==> src/rtl/mmio_uart_tx.sv <==
// Memory-mapped 8N1 UART transmitter on the core data bus.
// Byte stores to TXDATA are queued in a TX FIFO and serialised on uart_tx.
//
// Register window (16 bytes at BASE_ADDR, offset = mem_addr[3:2]):
//   0 TXDATA  W : push wdata[7:0] when wstrb[0]; reads 0
//   1 STATUS  R : {count @ bit 8, busy, fifo_empty, fifo_full}
//   2 DIV     RW: clk cycles per bit, [15:0]; write needs wstrb[1:0]=11, 0 -> 1
//   3 reserved
//
// Ports:
//   clk, resetn        clock, asynchronous active-low reset
//   mem_wren/mem_rden  data-bus write/read strobes (read wins when both set)
//   mem_addr           byte address
//   mem_wdata/wstrb    write data and byte enables
//   mem_rdata          read data, registered, 1-cycle latency, holds otherwise
//   sel_hit            combinational window decode
//   uart_tx            serial line, idle high, registered
//   tx_drop            one-cycle pulse when a TXDATA write hits a full FIFO
module mmio_uart_tx #(
  parameter logic [31:0] BASE_ADDR  = 32'h1000_0000,
  parameter int unsigned CLK_DIV    = 868,
  parameter int unsigned FIFO_DEPTH = 16
) (
  input  logic        clk,
  input  logic        resetn,
  input  logic        mem_wren,
  input  logic        mem_rden,
  input  logic [31:0] mem_addr,
  input  logic [31:0] mem_wdata,
  input  logic [3:0]  mem_wstrb,
  output logic [31:0] mem_rdata,
  output logic        sel_hit,
  output logic        uart_tx,
  output logic        tx_drop
);

  localparam int unsigned AW = $clog2(FIFO_DEPTH);
  localparam int unsigned CW = AW + 1;

  typedef enum logic [1:0] {IDLE, START, DATA, STOP} state_t;

  // Bus decode
  logic [1:0] off;
  logic       rd_acc, wr_acc, push_req, div_wr;
  logic       unused_bits;

  assign off      = mem_addr[3:2];
  assign sel_hit  = (mem_addr[31:4] == BASE_ADDR[31:4]);
  assign rd_acc   = mem_rden & sel_hit;
  assign wr_acc   = mem_wren & sel_hit & ~mem_rden;
  assign push_req = wr_acc & (off == 2'd0) & mem_wstrb[0];
  assign div_wr   = wr_acc & (off == 2'd2) & (mem_wstrb[1:0] == 2'b11);
  assign unused_bits = ^{mem_addr[1:0], mem_wdata[31:16], mem_wstrb[3:2]};

  // TX FIFO
  logic [7:0]    fifo_mem [FIFO_DEPTH];
  logic [AW-1:0] wr_ptr, rd_ptr;
  logic [CW-1:0] count;
  logic          full, empty, push, pop;

  // full/empty come from pre-edge count, so a push to a full FIFO is dropped
  // even when the transmitter pops on the same edge.
  assign full  = (count == CW'(FIFO_DEPTH));
  assign empty = (count == '0);
  assign push  = push_req & ~full;

  always_ff @(posedge clk) begin
    if (push) fifo_mem[wr_ptr] <= mem_wdata[7:0];
  end

  always_ff @(posedge clk or negedge resetn) begin
    if (!resetn) begin
      wr_ptr  <= '0;
      rd_ptr  <= '0;
      count   <= '0;
      tx_drop <= 1'b0;
    end else begin
      tx_drop <= push_req & full;
      if (push) wr_ptr <= wr_ptr + AW'(1);
      if (pop)  rd_ptr <= rd_ptr + AW'(1);
      case ({push, pop})
        2'b10:   count <= count + CW'(1);
        2'b01:   count <= count - CW'(1);
        default: ;
      endcase
    end
  end

  // Registers and read path
  logic [15:0] div;
  logic [31:0] status, rdata_mux;
  state_t      state, state_n;

  always_comb begin
    status         = '0;
    status[0]      = full;
    status[1]      = empty;
    status[2]      = (state != IDLE);
    status[8 +: CW] = count;
  end

  always_comb begin
    rdata_mux = '0;
    case (off)
      2'd1:    rdata_mux = status;
      2'd2:    rdata_mux = {16'd0, div};
      default: rdata_mux = '0;
    endcase
  end

  always_ff @(posedge clk or negedge resetn) begin
    if (!resetn) begin
      div       <= 16'(CLK_DIV);
      mem_rdata <= '0;
    end else begin
      if (div_wr) div <= (mem_wdata[15:0] == 16'd0) ? 16'd1 : mem_wdata[15:0];
      if (rd_acc) mem_rdata <= rdata_mux;
    end
  end

  // Transmit FSM
  logic [7:0]  shift_reg, shift_n;
  logic [15:0] bit_len, bit_len_n, cnt, cnt_n;
  logic [2:0]  bit_idx, bit_idx_n;
  logic        tx_n;

  always_ff @(posedge clk or negedge resetn) begin
    if (!resetn) begin
      state     <= IDLE;
      shift_reg <= '0;
      bit_len   <= '0;
      cnt       <= '0;
      bit_idx   <= '0;
      uart_tx   <= 1'b1;
    end else begin
      state     <= state_n;
      shift_reg <= shift_n;
      bit_len   <= bit_len_n;
      cnt       <= cnt_n;
      bit_idx   <= bit_idx_n;
      uart_tx   <= tx_n;
    end
  end

  // tx_n is the line level for the state being entered, so uart_tx comes
  // straight from a flop and changes exactly on the state transitions.
  always_comb begin
    state_n   = state;
    shift_n   = shift_reg;
    bit_len_n = bit_len;
    cnt_n     = cnt;
    bit_idx_n = bit_idx;
    tx_n      = uart_tx;
    pop       = 1'b0;
    case (state)
      IDLE: begin
        tx_n = 1'b1;
        if (!empty) begin
          pop       = 1'b1;
          shift_n   = fifo_mem[rd_ptr];
          bit_len_n = div;
          cnt_n     = div - 16'd1;
          tx_n      = 1'b0;
          state_n   = START;
        end
      end
      START: begin
        if (cnt == '0) begin
          state_n   = DATA;
          cnt_n     = bit_len - 16'd1;
          bit_idx_n = '0;
          tx_n      = shift_reg[0];
        end else begin
          cnt_n = cnt - 16'd1;
        end
      end
      DATA: begin
        if (cnt == '0) begin
          cnt_n = bit_len - 16'd1;
          if (bit_idx == 3'd7) begin
            state_n = STOP;
            tx_n    = 1'b1;
          end else begin
            bit_idx_n = bit_idx + 3'd1;
            shift_n   = {1'b0, shift_reg[7:1]};
            tx_n      = shift_reg[1];
          end
        end else begin
          cnt_n = cnt - 16'd1;
        end
      end
      STOP: begin
        if (cnt == '0) begin
          state_n = IDLE;
          tx_n    = 1'b1;
        end else begin
          cnt_n = cnt - 16'd1;
        end
      end
      default: state_n = IDLE;
    endcase
  end

endmodule

==> config.mk <==
export PLATFORM = sky130hd
export DESIGN_NAME = mmio_uart_tx
export DESIGN_NICKNAME = d
export VERILOG_FILES = /design/src/rtl/mmio_uart_tx.sv
export SDC_FILE = /design/constraint.sdc
export NUM_CORES = 1
export LEC_CHECK = 0
export ABC_CLOCK_PERIOD_IN_PS = 3800
export BUFFER_PORTS_ARGS = -buffer_cell sky130_fd_sc_hd__buf_4
export CORE_MARGIN = 10
export CORE_UTILIZATION = 45
export DETAILED_ROUTE_END_ITERATION = 16
export GPL_ROUTABILITY_DRIVEN = 0
export GPL_TIMING_DRIVEN = 0
export SLEW_MARGIN = 25
export SYNTH_ARGS = -nofsm -noshare
export SYNTH_HDL_FRONTEND = slang
export SYNTH_SLANG_ARGS = --single-unit
export TNS_END_PERCENT = 100
==> constraint.sdc <==
create_clock -name clk -period 3.8 [get_ports clk]
set_clock_uncertainty 0.2 [all_clocks]
set_input_delay 0.76 -clock clk [delete_from_list [all_inputs] [get_ports clk]]
set_output_delay 0.76 -clock clk [all_outputs]
set_load 0.05 [all_outputs]
# [After elaboration in Yosys (flattened, before gate mapping)]
# Memories as Yosys holds them, arrays and structs flattened.
# Cells that the tools add are included.
[word_totals] inputBits=72 register_bits=108 out_inout_bits=35 romBits=0 elab_cells=98 n_memories=1 latchBits=0 ramBits=128
[classes] shifts=0 mul=0 eq_ne=18 bitwise=12 n_addsub=8 magnitude_cmp=0 div_mod_pow=0 reduce_logical=16 mux=31
[mem_list] name="fifo_mem" words=16 width=8 rd=1 rd_clocked_by_memory_dff=0 write_ports=1 line_no="56" text="logic [7:0] fifo_mem [FIFO_DEPTH];"
[op_table] cell="16-bit 2-to-1 mux" n=4
[op_table] cell="16-bit one-hot mux with 3 select lines" n=1
[op_table] cell="16-bit by 1-bit subtractor with 16-bit output, second input constant" n=3
[op_table] cell="16-bit zero test" n=2
[op_table] cell="16-bit one-hot mux with 2 select lines" n=1
[op_table] cell="28-bit by 25-bit equality test with 1-bit output, second input constant" n=1
[op_table] cell="8-bit 2-to-1 mux" n=3
[op_table] cell="8-bit one-hot mux with 2 select lines" n=1
[op_table] cell="2-bit != test, second input constant" n=7
[op_table] cell="2-bit equality test, second input constant" n=5
[op_table] cell="2-bit 2-to-1 mux" n=5
[op_table] cell="5-bit one-hot mux with 2 select lines" n=1
[op_table] cell="1-bit bitwise AND" n=9
[op_table] cell="1-bit 2-to-1 mux" n=9
[op_table] cell="3-bit 2-to-1 mux" n=3
[op_table] cell="4-bit by 1-bit adder with 4-bit output, second input constant" n=2
[op_table] cell="2-bit one-hot mux with 4 select lines" n=1
[op_table] cell="4-bit AND reduction" n=2
[op_table] cell="2-bit nonzero test" n=4
[op_table] cell="2-bit by 1-bit equality test with 1-bit output, second input constant" n=3
[op_table] cell="3-bit one-hot mux with 2 select lines" n=1
[op_table] cell="5-bit by 1-bit adder with 5-bit output, second input constant" n=1
[op_table] cell="5-bit equality test, second input constant" n=1
[op_table] cell="5-bit zero test" n=1
[op_table] cell="10 further kinds" n=14

# [Logic depth before layout (Yosys ltp)]
# Gate-level depths: netlist of run 1.
[logic_depth] word_depth=8 depth_mapped=15 mapped_depth_nobuf=13

# [Worst setup path after synthesis of run 1]
# OpenSTA, ideal clock, no wires.
[synth_timing] kind="input-to-reg" startpoint="input port mem_addr[6]" endpoint="register count[4]" setup_slack_ps=255 required_time_ps=3521 path_buffers=2 setup_ps=79 t_arrival_ps=3265 stages=14 cell_sequence="nor4_1 and4_1 and4_1 clkbuf_1 clkinv_1 ha_1 clkbuf_1 xor2_1 ha_1 inv_1 o21ai_0 a21o_1 a21oi_1 xor2_1"
[synth_between] elab_chain_cells=8 elab_cells_between_ends=10 cone_classes="eq/ne: 3; mux: 1; bitwise: 5; reduce/logical: 1"
[synth_rtl] item="from (decl)" line_no="28" text="input logic [31:0] mem_addr,"
[synth_rtl] item="28-bit by 25-bit equality test with 1-bit output *" line_no="48" text="assign sel_hit = (mem_addr[31:4] == BASE_ADDR[31:4]);"
[synth_rtl] item="1-bit bitwise AND * (2 in series)" line_no="50" text="assign wr_acc = mem_wren & sel_hit & ~mem_rden;"
[synth_rtl] item="1-bit bitwise AND * (2 in series)" line_no="51" text="assign push_req = wr_acc & (off == 2'd0) & mem_wstrb[0];"
[synth_rtl] item="1-bit bitwise AND *" line_no="65" text="assign push = push_req & ~full;"
[synth_rtl] item="2-bit by 1-bit equality test with 1-bit output or 2-bit equality test (tied branches)" line_no="81" text="case ({push, pop})"
[synth_rtl] item="5-bit one-hot mux with 2 select lines or 2-bit nonzero test (tied branches)"
[synth_rtl] item="to (signal assigned)" line_no="82" text="2'b10: count <= count + CW'(1);"
[synth_rtl] item="to (signal assigned)" line_no="83" text="2'b01: count <= count - CW'(1);"
[synth_rtl] item="to (decl)" line_no="58" text="logic [CW-1:0] count;"
# Mark *: on every way between the ends. The rest lies on a longest branch, timed or not.
# A chain may end at the register's enable or synchronous reset.

# [Worst setup path after layout of run 1]
[layout_timing] startpoint="register count[1]" endpoint="register count[4]"
[layout_between] elab_chain_cells=5 elab_cells_between_ends=12 cone_classes="add/sub: 2; eq/ne: 3; mux: 3; bitwise: 2; reduce/logical: 2"
[layout_rtl] item="5-bit zero test or 5-bit equality test (tied branches)" line_no="64, 63"
[layout_rtl] item="1-bit 2-to-1 mux or 1-bit NOT (tied branches)" line_no="158, 65"
[layout_rtl] item="1-bit 2-to-1 mux or 1-bit bitwise AND (tied branches)" line_no="155, 65"
[layout_rtl] item="2-bit by 1-bit equality test with 1-bit output or 2-bit equality test (tied branches)" line_no="81"
[layout_rtl] item="5-bit one-hot mux with 2 select lines or 2-bit nonzero test (tied branches)"
# Several ways; a longest one is shown, not always the timed one.

==> results_dict.tcl, run 1 <==
set metrics [dict create \
    dpl.hpwl_mm 18.5 \
    wl_per_cell_um 20.4 \
    async_reset_ff_share_pct 41.8 \
    layout-drive-gt1-share_pct 24.7 \
    core-area_sq_um 23400 \
    start_kind "register" \
    worst_path_largest_cell_delay_ns 0.63 \
    slew_violations 0 \
    leakagePower_uw 0.00508 \
    grt_pass1_vias 7117 \
    holdWs_ns 0.0859 \
    grt_pass1_wl_mm 40.9 \
    grt_remaining_overflow 0 \
    worst_ep_arrival_time_ns 3.78 \
    cts_tree "yes" \
    synth-edff-count 128 \
    nets 1022 \
    initial_core_util_pct 45.7 \
    rsz0062_at_grt "false" \
    cts_hold_buf 0 \
    finish.utilization_pct 53.8 \
    vias_per_cell 5.52 \
    ir_drop_v 0.000550 \
    slew_headroom_pct 35.5 \
    path_clk_slew_ns 0.06 \
    setup_viol 0 \
    p_per_area_nw_per_um2 409 \
    grt_max_degree 93 \
    antenna_found_initial 0 \
    vias 6984 \
    rows 56 \
    cap_violations 0 \
    cts_sinks 220 \
    num_io_pins 107 \
    setup-tns-final_ns 0 \
    cts_root_buf "clkbuf_16" \
    die_height_um 174 \
    synth_common_cells "128 x edfxtp_1, 86 x dfrtp_1, 74 x nand2_1" \
    critPathKind "reg2reg" \
    regMostFlops "fifo_mem" \
    hold_path_class "in2async" \
    ff2ff_setup_slack_ns 0.26 \
    antenna_cells 0 \
    post-route-period-util_pct 93.1 \
    synth_top_area_cell "edfxtp_1" \
    syn_area_sq_um 10700 \
    ys_types 77 \
    clockBufferDepth 3 \
    numCtsBuffers 25 \
    ys_top_cells_by_area "edfxtp_1 36%, dfrtp_1 20%, mux4_2 5.7%" \
    post-cts-setup-buffer-count 0 \
    drc_errors 0 \
    yosysMostFrequentCell "edfxtp_1" \
    clkLatencyLatePin_ns 0.53 \
    crit_chain "clkbuf_1, or4_4, o21ai_2, clkinv_4, ha_1, clkbuf_1, xor2_1, ha_1, inv_1, o21ai_0, a21o_1, a21oi_1, xor2_1" \
    required_ns 4.04 \
    grt_usage_pct 16.8 \
    first_iter_violations 436 \
    synth_cells 810 \
    fp.dieArea_sq_um 30300 \
    ys_seq_area_share_pct 57.5 \
    synthToLayoutAreaGrowth_pct 17.8 \
    h-tree-depth 1 \
    max_slew.worst_pin.slew_ns 0.967 \
    antenna_left 0 \
    netlist.area_leader.share_pct 35.9 \
    synth-main-ff-cell "edfxtp_1" \
    syn_avg_cell_area_sq_um 13.2 \
    end_kind "register" \
    dr.pass1.iters 5 \
    largest_register_ffs 128 \
    fin_crit_ns 3.54 \
    outcome "complete, no violations" \
    crit_slowest_cell "or4_4" \
    ys_warn_count 0 \
    die_x_um 174 \
    worstPathMaxFanout 20 \
    finalWirelength_mm 25.8 \
    power.total_uw 5160 \
    io_buffers 70 \
    path_buf_inv 4 \
    cp_top_family "buffers and inverters" \
    max_freq_mhz 283 \
    ys_ff_latch 220 \
    finalHoldViolCount 0 \
]
-- repair_timing --
action,CTS,global route
endpoints found under the setup margin,4,2
resized for setup,4,2
pin swaps,0,0
-- worst paths after layout --
path | startpoint | to | depth (start not counted)
max | count[1]$_DFFE_PN0P_ | count[4]$_DFFE_PN0P_ | 13
min in group clk | mem_wdata[12] | div[12]$_DFFE_PN0P_ | 2
min reg2reg | shift_reg[3]$_DFFE_PN0P_ | shift_reg[3]$_DFFE_PN0P_ | 1
max reg2reg | count[1]$_DFFE_PN0P_ | count[4]$_DFFE_PN0P_ | 13
min | resetn | state[0]$_DFFE_PN0P_ | 1
max in group asynchronous | resetn | bit_idx[2]$_DFFE_PN0P_ | 1
-- routing by layer --
metal / vias up / GRT usage [%] / part of all wire [%]
li1: 3281 / - / -
met1: 3501 / 23.0 / 45
met2: 166 / 27.8 / 49
met3: 36 / 2.25 / 4.6
met4: 0 / 3.81 / 1.8
met5: - / 0 / 0
-- kinds of logic after synthesis --
kind of cell             synth area share (%)
multiplexers                             13.2
buffers and inverters                    4.76
adder cells (fa/ha/maj)                  2.34
XOR/XNOR                                 2.87
flip-flops                               57.5
other                                  0.0351
AO/OA/AOI/OAI                            7.77
AND/OR/NAND/NOR                          11.5
-- metrics by stage --
stage | cells | instance area [sq um] | setup WS, ns
2_1_floorplan | 825 | 10800 | 0.255
4_1_cts | 1267 | 12600 | 0.0530
3_5_place_dp | 1224 | 11800 | -0.549
6_report | 1266 | 12600 | 0.262
3_3_place_gp | 1214 | 11700 | -0.853
5_1_grt | 1266 | 12600 | 0.0460
-- cells in the final DEF, fill, tap and decap left out, types with 6 or more instances in the layout --
master and instances:
o21ai_0 36, buf_4 86, nor3_1 17, and3_1 7, a22o_1 11, nor4_1 17, a21oi_1 13, xor2_1 13
mux2_4 8, clkbuf_16 25, nand2_1 74, a221oi_1 6, conb_1 16, and2_1 6, nor2_1 27, ha_1 20
nand3_1 26, edfxtp_1 128, nor4_2 10, xnor2_1 22, dfstp_2 6, mux2_2 27, buf_2 15, inv_1 41
dfrtp_1 86, clkbuf_1 33, a31oi_1 6, or3_1 7, mux4_2 27, mux4_1 13, clkinv_1 6
-- report_power, final --
group	internal, uW	total, uW	switching, uW	leakage, uW
Sequential	2570	2590	20.0	0.00231
Clock	1410	2360	951	0.000393
Combinational	95.0	203	108	0.00238
-- area by class of cell --
cell class / count / area, sq um
Fill cell: 2040 / 10800
Multi-Input combinational cell: 502 / 4150
Sequential cell: 220 / 6150
Timing Repair Buffer: 80 / 582
Buffer: 57 / 337
Inverter: 44 / 171
Tap cell: 319 / 399
Clock buffer: 29 / 641
Clock inverter: 15 / 165
-- worst reg2reg max path, stage by stage (launching register included) --
cell and delay (ns):
dfrtp_1 0.35, clkbuf_1 0.21, or4_4 0.63, o21ai_2 0.27, clkinv_4 0.24, ha_1 0.25
clkbuf_1 0.21, xor2_1 0.20, ha_1 0.23, inv_1 0.07, o21ai_0 0.07, a21o_1 0.19
a21oi_1 0.18, xor2_1 0.15
Power figures use the tool's default switching activity.
==> inputs of run 2 (changes only) <==
--- a/config.mk
+++ b/config.mk
@@ -12,6 +12,7 @@
 export DETAILED_ROUTE_END_ITERATION = 16
 export GPL_ROUTABILITY_DRIVEN = 0
 export GPL_TIMING_DRIVEN = 0
+export PLACE_DENSITY = 0.66
 export SLEW_MARGIN = 25
 export SYNTH_ARGS = -nofsm -noshare
 export SYNTH_HDL_FRONTEND = slang
==> results_dict.tcl, run 2 (same netlist as run 1, synthesis figures left out) <==
set metrics [dict create \
    outcome "complete, no violations" \
    post-route-period-util_pct 92.1 \
    worstPathMaxFanout 20 \
    p_clk_share_pct 45.0 \
    cts_hold_buf 0 \
    hold_path_class "in2async" \
    die_height_um 174 \
    antenna_cells 0 \
    final_common_cell "edfxtp_1" \
    ir_drop_v 0.000462 \
    slew_violations 0 \
    grt_pass1_vias 7040 \
    wl_per_cell_um 20.0 \
    h-tree-depth 1 \
    cts_root_buf "clkbuf_16" \
    antenna_found_initial 0 \
    antenna_left 0 \
    cts_sinks 220 \
    n_fill_cell 1977 \
    first_iter_violations 553 \
    critPathKind "reg2reg" \
    synthToLayoutAreaGrowth_pct 17.6 \
    die_x_um 174 \
    num_io_pins 107 \
    vias 6998 \
    rsz0062_at_grt "false" \
    drc_errors 0 \
    crit_chain "clkbuf_1, or4_4, o21ai_4, clkinv_4, ha_1, clkbuf_1, xor2_1, ha_1, inv_1, o21ai_0, a21o_1, a21oi_1, xor2_1" \
    grt_usage_pct 16.4 \
    slew_headroom_pct 38.6 \
    regMostFlops "fifo_mem" \
    holdWs_ns 0.0997 \
    path_clk_slew_ns 0.06 \
    max_freq_mhz 286 \
    rows 56 \
    end_kind "register" \
    core-area_sq_um 23400 \
    crit_slowest_cell "or4_4" \
    dr.pass1.iters 7 \
    p_per_area_nw_per_um2 404 \
    nets 1019 \
    clockBufferDepth 3 \
    worst_ep_arrival_time_ns 3.75 \
    swShare_pct 21.1 \
    initial_core_util_pct 45.7 \
    leakagePower_uw 0.00507 \
    layout-drive-gt1-share_pct 24.8 \
    start_kind "register" \
    fin_crit_ns 3.50 \
    p_int_uw 4010 \
    cap_violations 0 \
    clkLatencyLatePin_ns 0.53 \
    max_slew.worst_pin.slew_ns 0.917 \
    p_sw_uw 1070 \
    layout_common_cells "128 x edfxtp_1, 86 x dfrtp_1, 85 x buf_4, 74 x nand2_1, 41 x inv_1" \
    worst_path_largest_cell_delay_ns 0.64 \
    grt_pass1_wl_mm 40.1 \
    cts_tree "yes" \
    required_ns 4.04 \
    dpl.hpwl_mm 18.1 \
    setup-tns-final_ns 0 \
    io_buffers 70 \
    p_seq_share_pct 51.0 \
    grt_remaining_overflow 0 \
    fp.dieArea_sq_um 30300 \
    largest_register_ffs 128 \
    finalWirelength_mm 25.3 \
    finalHoldViolCount 0 \
    numCtsBuffers 24 \
    grt_max_degree 93 \
    pwr-share-comb_pct 4.0 \
    vias_per_cell 5.54 \
    setup_viol 0 \
]
==> run 2: cell types whose count changed in the layout (fill, tap and decap cells not counted), sizes merged <==
cell    delta
clkinv     -5
bufinv     -2
clkbuf     +7
buf        -1
inv        -1
==> run 2: final timing paths <==
kind / start / end / slack [ns] / cells past startpoint
setup / recovery: count[1]$_DFFE_PN0P_ / count[4]$_DFFE_PN0P_ / 0.30 / 13
hold / removal: resetn / bit_idx[2]$_DFFE_PN0P_ / 0.1 / 1
hold reg to reg: shift_reg[3]$_DFFE_PN0P_ / shift_reg[3]$_DFFE_PN0P_ / 0.31 / 1
min in group clk: mem_wdata[11] / div[11]$_DFFE_PN0P_ / 0.29 / 2
max in group asynchronous: resetn / bit_len[8]$_DFFE_PN0P_ / 2.65 / 1
setup reg to reg: count[1]$_DFFE_PN0P_ / count[4]$_DFFE_PN0P_ / 0.30 / 13
==> run 2: worst max-delay path, delay by kind of cell (launching register included) <==
| family | cells | cell delay (ns) |
|---|---|---|
| AOI/OAI and AO/OA | 4 | 0.68 |
| buffers and inverters | 4 | 0.71 |
| xor gates and xnor gates | 2 | 0.36 |
| adders and majority gates | 2 | 0.47 |
| and+or+nand+nor | 1 | 0.64 |
| DFF | 1 | 0.35 |
==> run 2: timing repair <==
| action | 4_1_cts | 5_1_grt |
|---|---|---|
| setup endpoints to repair | 4 | 2 |
| setup buffers | 0 | 0 |
| gates resized for setup | 4 | 3 |
| hold endpoints to repair | 0 | 0 |
| gates cloned | 0 | 0 |
| pin swaps | 0 | 0 |
==> run 2: layout make-up <==
cell class                 count  area [sq um]  area share (%)
buffer                        56           333            2.65
tap                          319           399            3.17
timing repair buffer          79           574            4.57
multi-input combinational    502          4160            33.0
inverter                      44           171            1.36
sequential                   220          6150            48.9
clock inverter                 7          91.3           0.726
clock buffer                  37           699            5.56
==> run 2: power groups by stage <==
stage / combinational, uW / clock, uW / sequential (uW)
3_5_place_dp: 206 / 0 / 2630
6_report: 203 / 2290 / 2590
3_3_place_gp: 200 / 0 / 2640
5_1_grt: 222 / 2440 / 2590
2_1_floorplan: 110 / 0 / 2630
4_1_cts: 205 / 2320 / 2590
==> run 2: metal layers <==
metal	global-route usage (%)	share of wire, %	routed length, um	vias up
li1	-	-	-	3262
met5	0	0	0	-
met3	2.47	5.5	1380	22
met2	27.8	50	12500	206
met1	21.8	44	11000	3508
met4	3.56	1.4	366	0
==> run 2: through the flow <==
stage          setup WS (ns)  utilization (%)  instance area [sq um]  power (uW)  instances
5_1_grt                0.122             53.7                  12600        5250       1264
6_report               0.299             53.7                  12600        5080       1264
2_1_floorplan          0.255                -                  10800        2740        825
4_1_cts               0.0935             53.7                  12600        5110       1266
3_3_place_gp           -1.02             49.9                  11700        2840       1214
3_5_place_dp          -0.506             50.3                  11800        2840       1223
==> inputs of run 3 (changes only) <==
--- a/config.mk
+++ b/config.mk
@@ -13,6 +13,7 @@
 export GPL_ROUTABILITY_DRIVEN = 0
 export GPL_TIMING_DRIVEN = 0
 export PLACE_DENSITY = 0.66
+export RECOVER_POWER = 50
 export SLEW_MARGIN = 25
 export SYNTH_ARGS = -nofsm -noshare
 export SYNTH_HDL_FRONTEND = slang
==> results_dict.tcl, run 3 (same netlist as run 1, synthesis figures left out) <==
set metrics [dict create \
    outcome "complete, but fails checks" \
    violations "max-capacitance violations, max-slew violations" \
    stdcell_area_sq_um 12500 \
    worst_ep_arrival_time_ns 3.75 \
    wl_per_cell_um 20.0 \
    cts_sinks 220 \
    setup_ws_ns 0.298 \
    clkLatencyLatePin_ns 0.53 \
    fp.dieArea_sq_um 30300 \
    first_iter_violations 544 \
    required_ns 4.05 \
    num_io_pins 107 \
    rows 56 \
    max_slew.worst_pin.slew_ns 2.40 \
    setup_viol 0 \
    io_buffers 70 \
    synthToLayoutAreaGrowth_pct 17.1 \
    clockBufferDepth 3 \
    end_kind "register" \
    h-tree-depth 1 \
    die_x_um 174 \
    dpl.hpwl_mm 18.1 \
    ir_drop_v 0.000462 \
    crit_chain "clkbuf_1, or4_4, o21ai_4, clkinv_4, ha_1, clkbuf_1, xor2_1, ha_1, inv_1, o21ai_0, a21o_1, a21oi_1, xor2_1" \
    rsz0062_at_grt "false" \
    finalHoldViolCount 0 \
    antenna_cells 0 \
    cp-startpoint "count[1]$_DFFE_PN0P_" \
    finalWirelength_mm 25.3 \
    leakagePower_uw 0.00502 \
    ff_latch_area_sq_um 6150 \
    worst_path_largest_cell_delay_ns 0.64 \
    core-area_sq_um 23400 \
    cts_tree "yes" \
    slew_violations 93 \
    dr.pass1.iters 7 \
    worstReg2RegStart "count[1]$_DFFE_PN0P_" \
    largest_register_ffs 128 \
    antenna_left 0 \
    hp-start "mem_wdata[11]" \
    antenna_found_initial 0 \
    initial_core_util_pct 45.7 \
    fin_crit_ns 3.50 \
    grt_pass1_vias 7040 \
    regMostFlops "fifo_mem" \
    final_common_cell "edfxtp_1" \
    critPathKind "reg2reg" \
    layout-drive-gt1-share_pct 23.4 \
    die_height_um 174 \
    nets 1019 \
    rr_worst_depth 13 \
    start_kind "register" \
    grt_remaining_overflow 0 \
    layout_common_cells "128 x edfxtp_1, 86 x dfrtp_1, 74 x nand2_1, 72 x buf_4, 49 x clkbuf_1" \
    grt_max_degree 93 \
    worstPathMaxFanout 20 \
    pre_cts_slack_ns -0.506 \
    max_freq_mhz 286 \
    cts_hold_buf 0 \
    placed_cell_area_sq_um 11800 \
    min_path_cells 2 \
    slew_headroom_pct -60.1 \
    crit_slowest_cell "or4_4" \
    hold_path_class "in2reg" \
    numCtsBuffers 24 \
    n_fill_cell 1991 \
    vias 7009 \
    cts_root_buf "clkbuf_16" \
    drc_errors 0 \
    vias_per_cell 5.55 \
    post-route-period-util_pct 92.2 \
    cap_violations 1 \
    multi_input_area_sq_um 4160 \
    path_clk_slew_ns 0.06 \
    grt_usage_pct 16.4 \
    grt_pass1_wl_mm 40.1 \
    p_per_area_nw_per_um2 405 \
]
==> run 3: stage by stage <==
step	hold WS [ns]	instances	setup TNS [ns]	util, %	total power [uW]
CTS	0.182	1266	0	53.7	5110
global route	0.279	1264	0	53.5	5250
floorplan	0.264	825	0	-	2740
finish	0.287	1264	0	53.5	5080
detailed placement	0.291	1223	-2.01	50.3	2840
global placement	0.291	1214	-45.42	49.9	2840
==> run 3: timing repair <==
action / 4_1_cts / 5_1_grt
endpoints found under the hold margin: 0 / 0
buffers inserted: 0 / 0
setup endpoints to repair: 4 / 2
gates resized for setup: 4 / 3
==> run 3: where the power goes <==
part	internal [uW]	total (uW)	switching, uW
registers	2570	2590	19.7
logic	90.4	199	108
clock network	1350	2290	942
total	4010	5080	1070
==> run 3: layout make-up <==
class	count	share of cell area, %
buffer	56	2.66
clock buffer	37	5.58
clock inverter	7	0.729
inverter	44	1.37
multi-input combinational	502	33.2
sequential	220	49.1
tap	319	3.19
timing repair buffer	79	4.15
==> run 3: critical path, delay by kind of cell (launching register included) <==
kind | cells | cell delay, ns
AO/OA/AOI/OAI | 4 | 0.68
adder cells (fa/ha/maj) | 2 | 0.47
XOR/XNOR | 2 | 0.36
flip-flops | 1 | 0.35
buffers and inverters | 4 | 0.71
AND/OR/NAND/NOR | 1 | 0.64
==> run 3: routing by layer <==
metal	routed length (um)	part of all wire, %	GRT usage (%)
met5	0	0	0
met3	1230	4.9	2.47
met2	12600	50	27.8
met1	11100	44	21.8
met4	365	1.4	3.56
==> run 3: final timing paths <==
kind                                             to  slack (ns)
min reg2reg                shift_reg[3]$_DFFE_PN0P_        0.31
max                            count[4]$_DFFE_PN0P_        0.30
max in group asynchronous    bit_len[8]$_DFFE_PN0P_        1.22
max reg2reg                    count[4]$_DFFE_PN0P_        0.30
min                             div[11]$_DFFE_PN0P_        0.29
min in group asynchronous    bit_idx[2]$_DFFE_PN0P_        0.73
